File: src/rtl/status_packet_encoder.sv
// Periodic/on-demand status telemetry serializer: HEADER followed by one code byte per channel.
// Optional trailing XOR checksum byte when STATUS_PKT_CHECKSUM_EN is defined.
module status_packet_encoder #(
    parameter int          N_CH      = 9,
    parameter int          PERIOD_S  = 20,
    parameter logic [7:0]  HEADER    = 8'h33,
    parameter logic [7:0]  ONE_CODE  = 8'hB1,
    parameter logic [7:0]  ZERO_CODE = 8'h30
) (
    input  logic            clk,
    input  logic            rst,
    input  logic            tick_1hz,
    input  logic            send_now,
    input  logic [N_CH-1:0] status,
    input  logic            tx_ready,
    output logic            tx_valid,
    output logic [7:0]      tx_data,
    output logic            busy,
    output logic            overrun
);

    localparam int CW = $clog2(PERIOD_S) + 1;
    localparam int IW = (N_CH > 1) ? $clog2(N_CH) : 1;
    localparam logic [CW-1:0] LAST_CNT = CW'(PERIOD_S - 1);
    localparam logic [IW-1:0] LAST_IDX = IW'(N_CH - 1);

    typedef enum logic [1:0] {
        S_IDLE = 2'd0,
        S_HDR  = 2'd1,
        S_CH   = 2'd2,
        S_CSUM = 2'd3
    } state_t;

    state_t          state_q, state_d;
    logic [CW-1:0]   cnt_q, cnt_d;
    logic            pend_q, pend_d;
    logic            ovr_q, ovr_d;
    logic [N_CH-1:0] snap_q, snap_d;
    logic [IW-1:0]   idx_q, idx_d;
    logic            valid_q, valid_d;
    logic [7:0]      data_q, data_d;
    logic            per_req_s, req_s, accept_s;

    function automatic logic [7:0] chan_byte(input logic b);
        return b ? ONE_CODE : ZERO_CODE;
    endfunction

`ifdef STATUS_PKT_CHECKSUM_EN
    function automatic logic [7:0] calc_csum(input logic [N_CH-1:0] s);
        logic [7:0] acc;
        acc = HEADER;
        for (int i = 0; i < N_CH; i++) begin
            acc = acc ^ chan_byte(s[i]);
        end
        return acc;
    endfunction
`endif

    // Next-state, request arbitration and the next value of the registered outputs.
    always_comb begin
        state_d   = state_q;
        cnt_d     = cnt_q;
        pend_d    = pend_q;
        ovr_d     = ovr_q;
        snap_d    = snap_q;
        idx_d     = idx_q;
        per_req_s = 1'b0;
        data_d    = 8'h00;

        if (tick_1hz) begin
            if (cnt_q == LAST_CNT) begin
                cnt_d     = '0;
                per_req_s = 1'b1;
            end else begin
                cnt_d = cnt_q + CW'(1);
            end
        end else begin
            cnt_d = cnt_q;
        end

        req_s    = per_req_s | send_now;
        accept_s = valid_q & tx_ready;

        case (state_q)
            S_IDLE: begin
                if (req_s || pend_q) begin
                    state_d = S_HDR;
                    snap_d  = status;
                    idx_d   = '0;
                    pend_d  = 1'b0;
                end else begin
                    state_d = S_IDLE;
                end
            end
            S_HDR: begin
                if (accept_s) begin
                    state_d = S_CH;
                end else begin
                    state_d = S_HDR;
                end
            end
            S_CH: begin
                if (accept_s) begin
                    if (idx_q == LAST_IDX) begin
`ifdef STATUS_PKT_CHECKSUM_EN
                        state_d = S_CSUM;
`else
                        state_d = S_IDLE;
`endif
                    end else begin
                        idx_d = idx_q + IW'(1);
                    end
                end else begin
                    state_d = S_CH;
                end
            end
`ifdef STATUS_PKT_CHECKSUM_EN
            S_CSUM: begin
                if (accept_s) begin
                    state_d = S_IDLE;
                end else begin
                    state_d = S_CSUM;
                end
            end
`endif
            default: begin
                state_d = S_IDLE;
            end
        endcase

        // A request arriving mid-packet is held once; a second one is lost.
        if ((state_q != S_IDLE) && req_s) begin
            if (pend_q) begin
                ovr_d = 1'b1;
            end else begin
                pend_d = 1'b1;
            end
        end else begin
            ovr_d = ovr_q;
        end

        valid_d = (state_d != S_IDLE);
        case (state_d)
            S_HDR:   data_d = HEADER;
            S_CH:    data_d = chan_byte(snap_d[idx_d]);
`ifdef STATUS_PKT_CHECKSUM_EN
            S_CSUM:  data_d = calc_csum(snap_d);
`endif
            default: data_d = 8'h00;
        endcase
    end

    // State, counter, snapshot and output registers.
    always_ff @(posedge clk or posedge rst) begin
        if (rst) begin
            state_q <= S_IDLE;
            cnt_q   <= '0;
            pend_q  <= 1'b0;
            ovr_q   <= 1'b0;
            snap_q  <= '0;
            idx_q   <= '0;
            valid_q <= 1'b0;
            data_q  <= 8'h00;
        end else begin
            state_q <= state_d;
            cnt_q   <= cnt_d;
            pend_q  <= pend_d;
            ovr_q   <= ovr_d;
            snap_q  <= snap_d;
            idx_q   <= idx_d;
            valid_q <= valid_d;
            data_q  <= data_d;
        end
    end

    assign tx_valid = valid_q;
    assign tx_data  = data_q;
    assign busy     = valid_q;
    assign overrun  = ovr_q;

endmodule

File: config.mk
export PLATFORM = sky130hd
export DESIGN_NAME = status_packet_encoder
export DESIGN_NICKNAME = d
export VERILOG_FILES = /design/src/rtl/status_packet_encoder.sv
export SDC_FILE = /design/constraint.sdc
export NUM_CORES = 1
export LEC_CHECK = 0
export ABC_AREA = 1
export CELL_PAD_IN_SITES_DETAIL_PLACEMENT = 1
export CELL_PAD_IN_SITES_GLOBAL_PLACEMENT = 1
export CORE_ASPECT_RATIO = 0.9
export CORE_MARGIN = 4
export CORE_UTILIZATION = 35
export DETAILED_ROUTE_END_ITERATION = 12
export PLACE_DENSITY_LB_ADDON = 0.1
export SLEW_MARGIN = 20
export SYNTH_ARGS = -nofsm -noshare
export SYNTH_HDL_FRONTEND = slang
export SYNTH_SLANG_ARGS = --single-unit
File: constraint.sdc
create_clock -name clk -period 2 [get_ports clk]
set_clock_uncertainty 0.15 [all_clocks]
set_input_delay 0.4 -clock clk [delete_from_list [all_inputs] [get_ports clk]]
set_output_delay 0.4 -clock clk [all_outputs]
set_load 0.02 [all_outputs]
Word level (Yosys, flattened, before mapping):

Index checks and enable logic that the tools add are counted.

* register bits after elaboration: 32
* word-level logic and storage cells: 47
* bits of input ports: 14
* output and inout port bits: 11

* order comparisons: 1
* equal/unequal tests: 6
* bitwise operators: 2
* multiplexer cells: 22
* reduce and logical (&&, ||, !) cells: 6
* $add $sub $neg: 2

Operators by type and width (count)
* two-way mux 9 bit: 2
* case mux 8 bit (2 select lines): 1
* two-way mux 4 bit: 3
* two-way mux 1 bit: 8
* two-way mux 8 bit: 1
* case mux 4 bit (2 select lines): 1
* adder 6 x 1 -> 6 bit (second input constant): 1
* == test 6 x 5 -> 1 bit (second input constant): 1
* two-way mux 2 bit: 3
* two-way mux 6 bit: 1
* case mux 2 bit (3 select lines): 1
* less-than comparator 4 x 5 -> 1 bit (second input constant): 1
* adder 4 x 1 -> 4 bit (second input constant): 1
* binary-select mux 1 bit (select 4 bit): 1
* == test 2 x 1 -> 1 bit (second input constant): 2
* == test 2 bit (second input constant): 2
* == test 4 bit (second input constant): 1
* nonzero test 2 bit: 2
* zero test 2 bit: 1
* AND reduction 2 bit: 1
* AND 1 bit: 1
* logical AND 1 bit: 1
* logical OR 1 bit: 1
* bitwise OR 1 bit: 1

Longest topological paths before layout:

Gate-level depths: netlist of run 1.

* depth in word-level cells: 11
* depth in mapped cells: 17
* gate-level depth less buffers: 16

Worst setup path after synthesis of run 1:

No wires, ideal clock.

* path kind: reg2reg
* start: reg cnt_q[0]
* end: reg data_q[0] (netlist: tx_data[0])
* setup time: 0.117 ns
* cell stages (with the launch flop): 13
* arrival: 1.673 ns
* setup slack: 0.060 ns
* data required time: 1.733 ns
* clock period less this slack: 1.940 ns
* buffers on the path: 1
* path through: dfrtp_1 ha_1 inv_1 nor2_2 nand3_4 nand3_4 nand2_4 buf_6 o21ai_0 inv_1 ha_1 inv_1 a21oi_2

* elaborated cells between the ends (all ways): 17
* those cells by class: eq/ne: 3; mux: 12; bitwise: 1; reduce/logical: 1

RTL lines
* start: declaration: RTL line 35 `logic [CW-1:0] cnt_q, cnt_d;`
* start signal: assignment: RTL line 166 `cnt_q <= cnt_d;`
* == test 6 x 5 -> 1 bit *: RTL line 71 `if (cnt_q == LAST_CNT) begin`
* two-way mux 1 bit *: RTL line 71
* two-way mux 1 bit *: RTL line 70 `if (tick_1hz) begin`
* bitwise OR 1 bit *: RTL line 81 `req_s = per_req_s | send_now;`
* logical OR 1 bit *: RTL line 86 `if (req_s || pend_q) begin`
* two-way mux 1 bit *: RTL line 86
* case mux 2 bit (3 select lines) *: RTL line 84 `case (state_q)`
* via state_d[0]: RTL line 34 `state_t state_q, state_d;`
* == test 2 bit or == test 2 x 1 -> 1 bit (tied branches): RTL line 143 `case (state_d)`
* case mux 8 bit (2 select lines) *: RTL line 143
* via data_d[0]: RTL line 41 `logic [7:0] data_q, data_d;`
* end signal: assignment: RTL line 172 `data_q <= data_d;`
* end: declaration: RTL line 41

Mark *: on every way through the listed nets, which the timed path passes. The rest lies on a longest branch. The select of a mux whose other input is x is not followed.
A chain may end at the register's enable or synchronous reset.

Worst setup path in the final report of run 1:

* start: reg cnt_q[1]
* end: reg data_q[0] (netlist: tx_data[0])

* longest elaborated chain between the ends: 11
* elaborated cells between the ends (all ways): 17
* those cells by class: eq/ne: 3; mux: 12; bitwise: 1; reduce/logical: 1

Ends and longest elaborated chain
* == test 6 x 5 -> 1 bit: RTL line 71
* two-way mux 1 bit: RTL line 71
* two-way mux 1 bit: RTL line 70
* bitwise OR 1 bit: RTL line 81
* logical OR 1 bit: RTL line 86
* two-way mux 4 bit: RTL line 86
* case mux 4 bit (2 select lines): RTL line 84
* via idx_d[3]: RTL line 39 `logic [IW-1:0] idx_q, idx_d;`
* binary-select mux 1 bit (select 4 bit): RTL line 145 `S_CH: data_d = chan_byte(snap_d[idx_d]);`
* two-way mux 1 bit (not written as such): RTL line 145
* two-way mux 8 bit: RTL line 45 `return b ? ONE_CODE : ZERO_CODE;`
* case mux 8 bit (2 select lines): RTL line 143
* via data_d[0]: RTL line 41

The timed path passes the listed nets, and every way through them passes these cells. The select of a mux whose other input is x is not followed.

==> flow_metrics.tcl, run 1 <==
set metrics [dict create \
    power_frac_seq_pct 29.5 \
    stdcell_area_um2 2190 \
    min_period_ns 2.09 \
    arrival_ns 2.15 \
    postSynthAreaPerCell_um2 8.18 \
    core_area_um2 4210 \
    reg2reg_from "cnt_q[1]" \
    routed_wl_mm 4.21 \
    clkPwrFrac_pct 10.5 \
    yosysWarnings 0 \
    ant_nets 0 \
    cap_violations 0 \
    critPathKind "reg2reg" \
    fin_tns_setup_ns -0.136 \
    hold_violations 0 \
    r2r_cells 14 \
    p_per_area_nw_per_um2 1540 \
    ir_worst_vdd_uv 631 \
    root_buffer "clkbuf_8" \
    finalCritPeriodShare_pct 105 \
    htree_num_levels 1 \
    dr.pass1.iters 4 \
    grt_pass1_vias 1428 \
    grt_pass1_wl_mm 6.76 \
    p_switching_uw 1460 \
    drc 0 \
    syn-cell-area_um2 1570 \
    startpoint "cnt_q[1]" \
    io_pins 25 \
    crit_path_start_kind "register" \
    p_leak_uw 0.00112 \
    cp_data_required_time_ns 2.06 \
    postPlaceCellArea_um2 1990 \
    dieHeight_um 71.5 \
    cts_inserted_buffers 3 \
    syn_inst 192 \
    finalSetupViolCount 2 \
    switching_share_pct 43.3 \
    final_max_slew_viol_count 0 \
    rsz0062_at_grt "yes" \
    wire_per_inst_um 13.8 \
    crit_path_max_fanout 3 \
    grt_max_degree 29 \
    clockBufferDepth 2 \
    final_common_cell "inv_1" \
    status "finished, violations left" \
    row_count 22 \
    start_util_pct 37.3 \
    layout.nets 266 \
    cp-end-kind "register" \
    drive_gt1_share_pct 32.7 \
    max_freq_mhz 477 \
    cts_sinks 28 \
    die-area_um2 5620 \
    antenna_found_initial 0 \
    ys_seq_elements 28 \
    area_growth_syn_to_layout_pct 39.2 \
    clk_latency_ns 0.27 \
    p_comb_share_pct 60.0 \
    ys_seq_area_share_pct 44.6 \
    grt_overflow 0 \
    cts_tree "built" \
    viasPerCell 4.59 \
    worst_slack_ns -0.0943 \
    n_antenna_cell 0 \
    p_int_uw 1910 \
    hold_class "in2async" \
    track_usage_pct 15.1 \
    place.gp.congestion 0.839 \
    hpwl_mm 3.17 \
    ys_types 27 \
    mostFrequentLayoutCells "31 x inv_1, 29 x nand2_1, 29 x buf_4" \
    violations "setup timing" \
    fp.dieW_um 78.6 \
    vias 1399 \
    drt_iter0_markers 49 \
    io_buffers 21 \
    clk_pin_slew_worst_paths_ns 0.10 \
]
## Yosys cell counts
cell type	n	area, µm²
a21oi_1	1	5.00
a21oi_2	1	8.76
a31o_2	1	8.76
and2_1	1	6.26
buf_4	5	37.5
buf_6	2	22.5
conb_1	1	3.75
dfrtp_1	28	701
ha_1	6	75.1
inv_1	34	128
inv_2	3	11.3
mux2_2	1	11.3
nand2_1	39	146
nand2_2	9	56.3
nand2_4	1	11.3
nand3_1	24	120
nand3_4	2	35.0
nand3b_1	5	37.5
nand4_1	2	12.5
nor2_1	13	48.8
nor2_2	3	18.8
nor3b_1	1	7.51
o211ai_1	1	7.51
o21ai_0	4	20.0
or2_2	2	12.5
xnor2_1	1	8.76
xor2_1	1	8.76
## power groups by stage
stage / sequential (µW) / clock (µW) / combinational, µW
4_1_cts: 979 / 368 / 1860
2_1_floorplan: 1000 / 0 / 1070
6_report: 992 / 352 / 2020
3_3_place_gp: 969 / 0 / 1690
3_5_place_dp: 980 / 0 / 1750
5_1_grt: 1020 / 384 / 2240
## metal layers
layer	GRT usage, %	up-vias	part of all wire (%)
met1	20.7	674	48
met2	24.7	31	48
met4	2.72	0	0.67
li1	-	690	-
met5	0	-	0
met3	3.52	4	3.6
## final timing paths
path                              end  slack, ns
setup / recovery           tx_data[0]      -0.09
hold / removal               idx_q[0]       0.35
setup reg to reg           tx_data[0]      -0.09
hold reg to reg             snap_q[0]       0.35
max in group asynchronous  state_q[0]       1.06
min in group clk            snap_q[0]       0.35
## layout make-up
type                    count  area [µm²]
fillers                   516        2030
multi-input cells         122         739
flip-flops and latches     28         702
repair buffers             54         473
inverters                  37         141
well taps                  60        75.1
clock buffers               4        55.1
## metrics by stage
step | worst slack, ns | power [µW] | hold slack [ns] | util [%] | instances
after detailed placement | -0.431 | 2730 | 0.311 | 47.3 | 293
after floorplan | 0.0600 | 2070 | 0.287 | - | 194
final | -0.0943 | 3360 | 0.351 | 51.9 | 305
after CTS | -0.0313 | 3210 | 0.336 | 50.0 | 301
after global placement | -0.316 | 2660 | 0.310 | 47.3 | 293
after global routing | -0.228 | 3650 | 0.384 | 51.9 | 305
## worst max-delay path, cell delays in order (launching register included)
cell and delay (ns):
dfrtp_1 0.40, ha_2 0.21, inv_2 0.07, nor2_4 0.04, nand3_4 0.09, nand3_4 0.10
inv_1 0.12, nand3_1 0.10, o211ai_1 0.09, o21ai_0 0.18, inv_1 0.12, nand3_1 0.08
nand2_1 0.08, nand2_2 0.06, a21oi_2 0.12
## state kept, by name (all words and copies together), names as in the netlist
signal	flops
busy	1
cnt_q	6
idx_q	4
overrun	1
pend_q	1
snap_q	9
state_q	2
tx_data	4
## cells by family after synthesis
| kind of cell | count (synthesis) | synth area share [%] |
|---|---|---|
| compound gates | 8 | 3.19 |
| xor+xnor | 2 | 1.12 |
| fa+ha+maj | 6 | 4.78 |
| buf+inv | 44 | 12.7 |
| flops | 28 | 44.6 |
| mux | 1 | 0.717 |
| other cells | 1 | 0.239 |
| simple gates | 102 | 32.7 |
## what timing repair did
action | in CTS | in global routing
setup buffers | 4 | 4
endpoints found under the setup margin | 2 | 3
gates resized for setup | 11 | 19
hold buffers | 0 | 0
pin swaps | 2 | 10
(Power assumes the default switching activity.)
==> inputs of run 2 (changes only) <==
--- a/config.mk
+++ b/config.mk
@@ -5,12 +5,12 @@
 export SDC_FILE = /design/constraint.sdc
 export NUM_CORES = 1
 export LEC_CHECK = 0
-export ABC_AREA = 1
+export ABC_AREA = 0
 export CELL_PAD_IN_SITES_DETAIL_PLACEMENT = 1
 export CELL_PAD_IN_SITES_GLOBAL_PLACEMENT = 1
 export CORE_ASPECT_RATIO = 0.9
 export CORE_MARGIN = 4
-export CORE_UTILIZATION = 35
+export CORE_UTILIZATION = 36
 export DETAILED_ROUTE_END_ITERATION = 12
 export PLACE_DENSITY_LB_ADDON = 0.1
 export SLEW_MARGIN = 20
==> run 2 against run 1 <==
  * The run still ends with setup timing left
  * Register-to-register slack lost 0.38 ns
  * Clock power up 27%
  * Setup slack got worse by 0.38 ns
  * Largest power group unchanged
==> flow_metrics.tcl, run 2 <==
set metrics [dict create \
    status "finished, violations left" \
    violations "setup timing" \
    cts_sinks 28 \
    finalSetupViolCount 2 \
    io_pins 25 \
    synth_edf_count 0 \
    r2r_cells 7 \
    ir_worst_vdd_uv 604 \
    stdcell_area_um2 2060 \
    endpoint "tx_data[7]" \
    clk_latency_ns 0.27 \
    dieHeight_um 68.0 \
    async_flop_share_pct 100 \
    postPlaceCellArea_um2 1890 \
    r2r_end "tx_data[7]" \
    max_freq_mhz 405 \
    crit_path_start_kind "register" \
    cts_tree "built" \
    cap_violations 0 \
    ys_types 40 \
    layout.nets 209 \
    dr.pass1.iters 3 \
    yosysMostFrequentCell "dfrtp_1" \
    min_period_ns 2.47 \
    drive_gt1_share_pct 33.5 \
    htree_num_levels 1 \
    cp-end-kind "register" \
    rsz0062_at_grt "yes" \
    largest_reg_flops 9 \
    ys_seq_area_share_pct 48.6 \
    yosysWarnings 0 \
    antenna_found_initial 0 \
    wire_per_inst_um 16.0 \
    stdcell_count 234 \
    fillers 422 \
    grt_pass1_vias 1247 \
    track_usage_pct 16.1 \
    startpoint "cnt_q[5]" \
    vias 1146 \
    critPathKind "reg2reg" \
    pre_cts_ws_ns -0.732 \
    final_core_util_pct 54.5 \
    regMostFlops "snap_q" \
    crit_path_max_fanout 5 \
    grt_overflow 0 \
    regToRegSetupSlack_ns -0.47 \
    io_buffers 21 \
    clockBufferDepth 2 \
    place.gp.congestion 0.779 \
    synth_common_cells "28 x dfrtp_1, 16 x nand2_1, 14 x nor2_1" \
    n_antenna_cell 0 \
    reg2reg_from "cnt_q[5]" \
    routed_wl_mm 3.75 \
    dp_cells 228 \
    finalCritPeriodShare_pct 123 \
    drc 0 \
    cp_data_required_time_ns 2.04 \
    worst_slack_ns -0.470 \
    biggestRegsByFlops "snap_q x9, cnt_q x6" \
    start_util_pct 38.1 \
    fp.dieW_um 74.7 \
    cts_inserted_buffers 3 \
    syn-cell-area_um2 1440 \
    grt_pass1_wl_mm 6.15 \
    hold_violations 0 \
    area_growth_syn_to_layout_pct 43.1 \
    viasPerCell 4.90 \
    die-area_um2 5080 \
    final_max_slew_viol_count 0 \
    syn_inst 139 \
    root_buffer "clkbuf_8" \
    core_area_um2 3780 \
    row_count 21 \
    ant_nets 0 \
    mostFrequentLayoutCells "28 x dfrtp_1, 28 x buf_4, 21 x clkdlybuf4s50_1" \
    p_per_area_nw_per_um2 1510 \
    hpwl_mm 2.80 \
    postSynthAreaPerCell_um2 10.4 \
    ys_seq_elements 28 \
    hold_class "in2async" \
    p_leak_uw 0.000940 \
    clk_pin_slew_worst_paths_ns 0.10 \
    arrival_ns 2.51 \
    grt_max_degree 29 \
    yosys.area.top_type_share_pct 48.6 \
    synth_area_leader_cell "dfrtp_1" \
    ys.flop_type "dfrtp_1" \
    drt_iter0_markers 22 \
    yosys-top-cells-area "dfrtp_1 49%, mux2_2 6.3%, ha_1 5.2%" \
]
==> run 2: metrics by stage <==
stage          total power, µW  hold slack [ns]  setup TNS [ns]
2_1_floorplan             1850            0.289          -0.647
3_3_place_gp              2410            0.298           -1.90
3_5_place_dp              2490            0.313           -2.23
4_1_cts                   2990            0.336           -1.00
5_1_grt                   3350            0.370           -1.16
6_report                  3100            0.327          -0.915
==> run 2: what timing repair did <==
action	CTS	global route
hold buffers	0	0
setup buffers	1	2
endpoints found under the setup margin	4	5
pin swaps	3	2
gates resized for setup	5	14
==> run 2: cell type report <==
| type | instances | area, µm² | area share [%] |
|---|---|---|---|
| clock inverters | 1 | 30.0 | 1.46 |
| well taps | 46 | 57.6 | 2.79 |
| multi-input cells | 96 | 763 | 37.0 |
| inverters | 10 | 37.5 | 1.82 |
| flip-flops and latches | 28 | 701 | 34.0 |
| clock buffers | 3 | 41.3 | 2.00 |
| repair buffers | 50 | 432 | 20.9 |
==> run 2: cells by family (layout without fill, tap and decap cells) <==
kind of cell	count (synthesis)	after routing	synth area share [%]
and+or+nand+nor	48	48	15.9
DFF	28	28	48.6
AOI/OAI and AO/OA	23	23	12.7
buffers and inverters	17	64	5.82
muxes	13	13	9.72
adders and majority gates	6	6	5.21
xor gates and xnor gates	3	3	1.82
other	1	3	0.260
==> run 2: worst min path at each step <==
stage	slack, ns	endpoint	from
global placement	0.30	overrun	overrun
global route	0.37	overrun	overrun
finish	0.33	cnt_q[5]	rst
detailed placement	0.31	snap_q[5]	snap_q[5]
floorplan	0.29	snap_q[5]	snap_q[5]
CTS	0.34	cnt_q[5]	rst
==> run 2: worst max-delay path, cell delays in order (launching register included) <==
cell	delay, ns
dfrtp_1	0.40
or3b_4	0.43
o21a_4	0.23
a21o_4	0.24
o2bb2ai_4	0.15
mux2i_1	0.14
a221o_1	0.39
o31ai_1	0.24
==> run 2: routing by layer <==
metal / GRT usage, % / up-vias / wire length, µm
li1: - / 573 / -
met1: 22.4 / 552 / 1810
met2: 26.9 / 19 / 1800
met3: 2.94 / 2 / 119
met4: 2.00 / 0 / 17
met5: 0 / - / 0
==> run 2: where the power goes <==
group | switching, µW | internal, µW
Combinational | 852 | 876
Sequential | 123 | 807
Clock | 178 | 268
Total | 1150 | 1950
==> inputs of run 3 (changes only) <==
--- a/config.mk
+++ b/config.mk
@@ -10,7 +10,7 @@
 export CELL_PAD_IN_SITES_GLOBAL_PLACEMENT = 1
 export CORE_ASPECT_RATIO = 0.9
 export CORE_MARGIN = 4
-export CORE_UTILIZATION = 36
+export CORE_UTILIZATION = 30
 export DETAILED_ROUTE_END_ITERATION = 12
 export PLACE_DENSITY_LB_ADDON = 0.1
 export SLEW_MARGIN = 20
==> run 3 against run 2 <==
  * The run still ends with setup timing left
  * Flip-flop and latch count unchanged
  * Non-clock buffer count up 5
  * Final cell count up 9.0%
  * Setup slack better by 0.038 ns
  * Hold slack better by 0.0023 ns
  * Maximum frequency up 1.6%
  * Sequential share of layout area down 0.61 points
  * Sequential power up 1%
  * First-iteration DRC count up 55%
  * Clock power down 1%
  * Global-route usage down 3.4 points
==> flow_metrics.tcl, run 3 (synthesis results as in run 2) <==
set metrics [dict create \
    cts_tree "built" \
    crit_path_max_fanout 4 \
    fp.dieW_um 81.1 \
    regToRegSetupSlack_ns -0.43 \
    cts_inserted_buffers 3 \
    die-area_um2 5980 \
    hpwl_mm 2.80 \
    holdPathStages 1 \
    pre_cts_ws_ns -0.733 \
    drc 0 \
    rsz0062_at_grt "yes" \
    startpoint "cnt_q[5]" \
    regMostFlops "snap_q" \
    start_util_pct 31.7 \
    grt_overflow 0 \
    hold_class "reg2reg" \
    root_buffer "clkbuf_8" \
    drive_gt1_share_pct 33.7 \
    dp_cells 248 \
    grt_pass1_wl_mm 5.84 \
    switching_share_pct 36.4 \
    cap_violations 0 \
    row_count 23 \
    finalCritPeriodShare_pct 122 \
    stdcell_count 255 \
    io_pins 25 \
    cts_sinks 28 \
    clk_latency_ns 0.28 \
    r2r_end "tx_data[7]" \
    largest_reg_flops 9 \
    arrival_ns 2.47 \
    violations "setup timing" \
    routed_wl_mm 3.61 \
    clkPwrFrac_pct 14.2 \
    grt_max_degree 29 \
    place.gp.congestion 0.780 \
    n_antenna_cell 0 \
    io_buffers 21 \
    htree_num_levels 1 \
    reg2reg_from "cnt_q[5]" \
    biggestRegsByFlops "snap_q x9, cnt_q x6" \
    hold_violations 0 \
    drt_iter0_markers 34 \
    p_int_uw 1970 \
    p_leak_uw 0.000966 \
    dr.pass1.iters 2 \
    mostFrequentLayoutCells "34 x buf_4, 28 x dfrtp_1, 21 x clkdlybuf4s50_1" \
    p_switching_uw 1130 \
    min_period_ns 2.43 \
    area_growth_syn_to_layout_pct 45.7 \
    final_common_cell "buf_4" \
    clk_pin_slew_worst_paths_ns 0.10 \
    cts_hold_buf 0 \
    p_per_area_nw_per_um2 1470 \
    finalSetupViolCount 2 \
    crit_path_start_kind "register" \
    power_frac_seq_pct 30.4 \
    cp_data_required_time_ns 2.04 \
    min-delay-start "overrun" \
    max_freq_mhz 411 \
    antenna_found_initial 0 \
    r2r_cells 7 \
    dieHeight_um 73.8 \
    worst_slack_ns -0.432 \
    critPathKind "reg2reg" \
    layout.nets 214 \
    viasPerCell 4.57 \
    track_usage_pct 12.7 \
    wire_per_inst_um 14.2 \
    status "finished, violations left" \
    ir_worst_vdd_uv 558 \
    p_comb_share_pct 55.4 \
    vias 1166 \
    power_uw 3090 \
    core_area_um2 4550 \
    cp-end-kind "register" \
    clockBufferDepth 2 \
    worstHoldEndpoint "overrun" \
    ant_nets 0 \
    grt_pass1_vias 1244 \
    final_max_slew_viol_count 0 \
]
==> run 3: layout make-up <==
type	count	area, µm²
clock buffers	3	41.3
clock inverters	1	30.0
fillers	532	2450
inverters	10	37.5
multi-input cells	96	747
flip-flops and latches	28	701
well taps	62	77.6
repair buffers	55	465
==> run 3: repair_timing <==
action	4_1_cts	5_1_grt
pin swaps	1	4
endpoints found under the setup margin	4	4
resized for setup	4	11
buffers inserted	1	2
==> run 3: worst max-delay path by stage <==
stage,endpoint,cells after the start
final,tx_data[7],7
after global routing,tx_data[0],10
after CTS,tx_data[7],7
after detailed placement,tx_data[0],10
after global placement,tx_data[0],10
after floorplan,tx_data[7],7
==> run 3: metal layers <==
metal  up-vias  part of all wire [%]  GRT usage (%)  wire, µm
met3         5                   3.8           2.45       137
met2        18                    47           19.7      1710
li1        577                     -              -         -
met1       566                    48           17.8      1720
met5         -                     0              0         0
met4         0                   1.4           3.94        50
==> run 3: per-stage QoR <==
step                      hold WS [ns]  util (%)  area, µm²  TNS [ns]
after floorplan                  0.289         -       1470    -0.647
after global placement           0.304      42.8       1940     -1.97
after detailed placement         0.310      42.8       1940     -2.62
after CTS                        0.336      45.0       2050    -0.889
after global routing             0.353      46.2       2100     -1.04
final                            0.329      46.2       2100    -0.842
==> run 3: power groups by stage <==
stage	registers (µW)	logic (µW)	clock network, µW
after global placement	934	1520	0
final	939	1710	441
after floorplan	989	859	0
after CTS	940	1660	455
after detailed placement	953	1570	0
after global routing	971	1880	484
==> run 3: worst max-delay path: stages (launching register included) <==
cell       delay (ns)
dfrtp_1          0.39
or3b_4           0.42
o21a_1           0.22
a21o_4           0.24
o2bb2ai_4        0.15
mux2i_1          0.14
a221o_1          0.39
o31ai_1          0.25
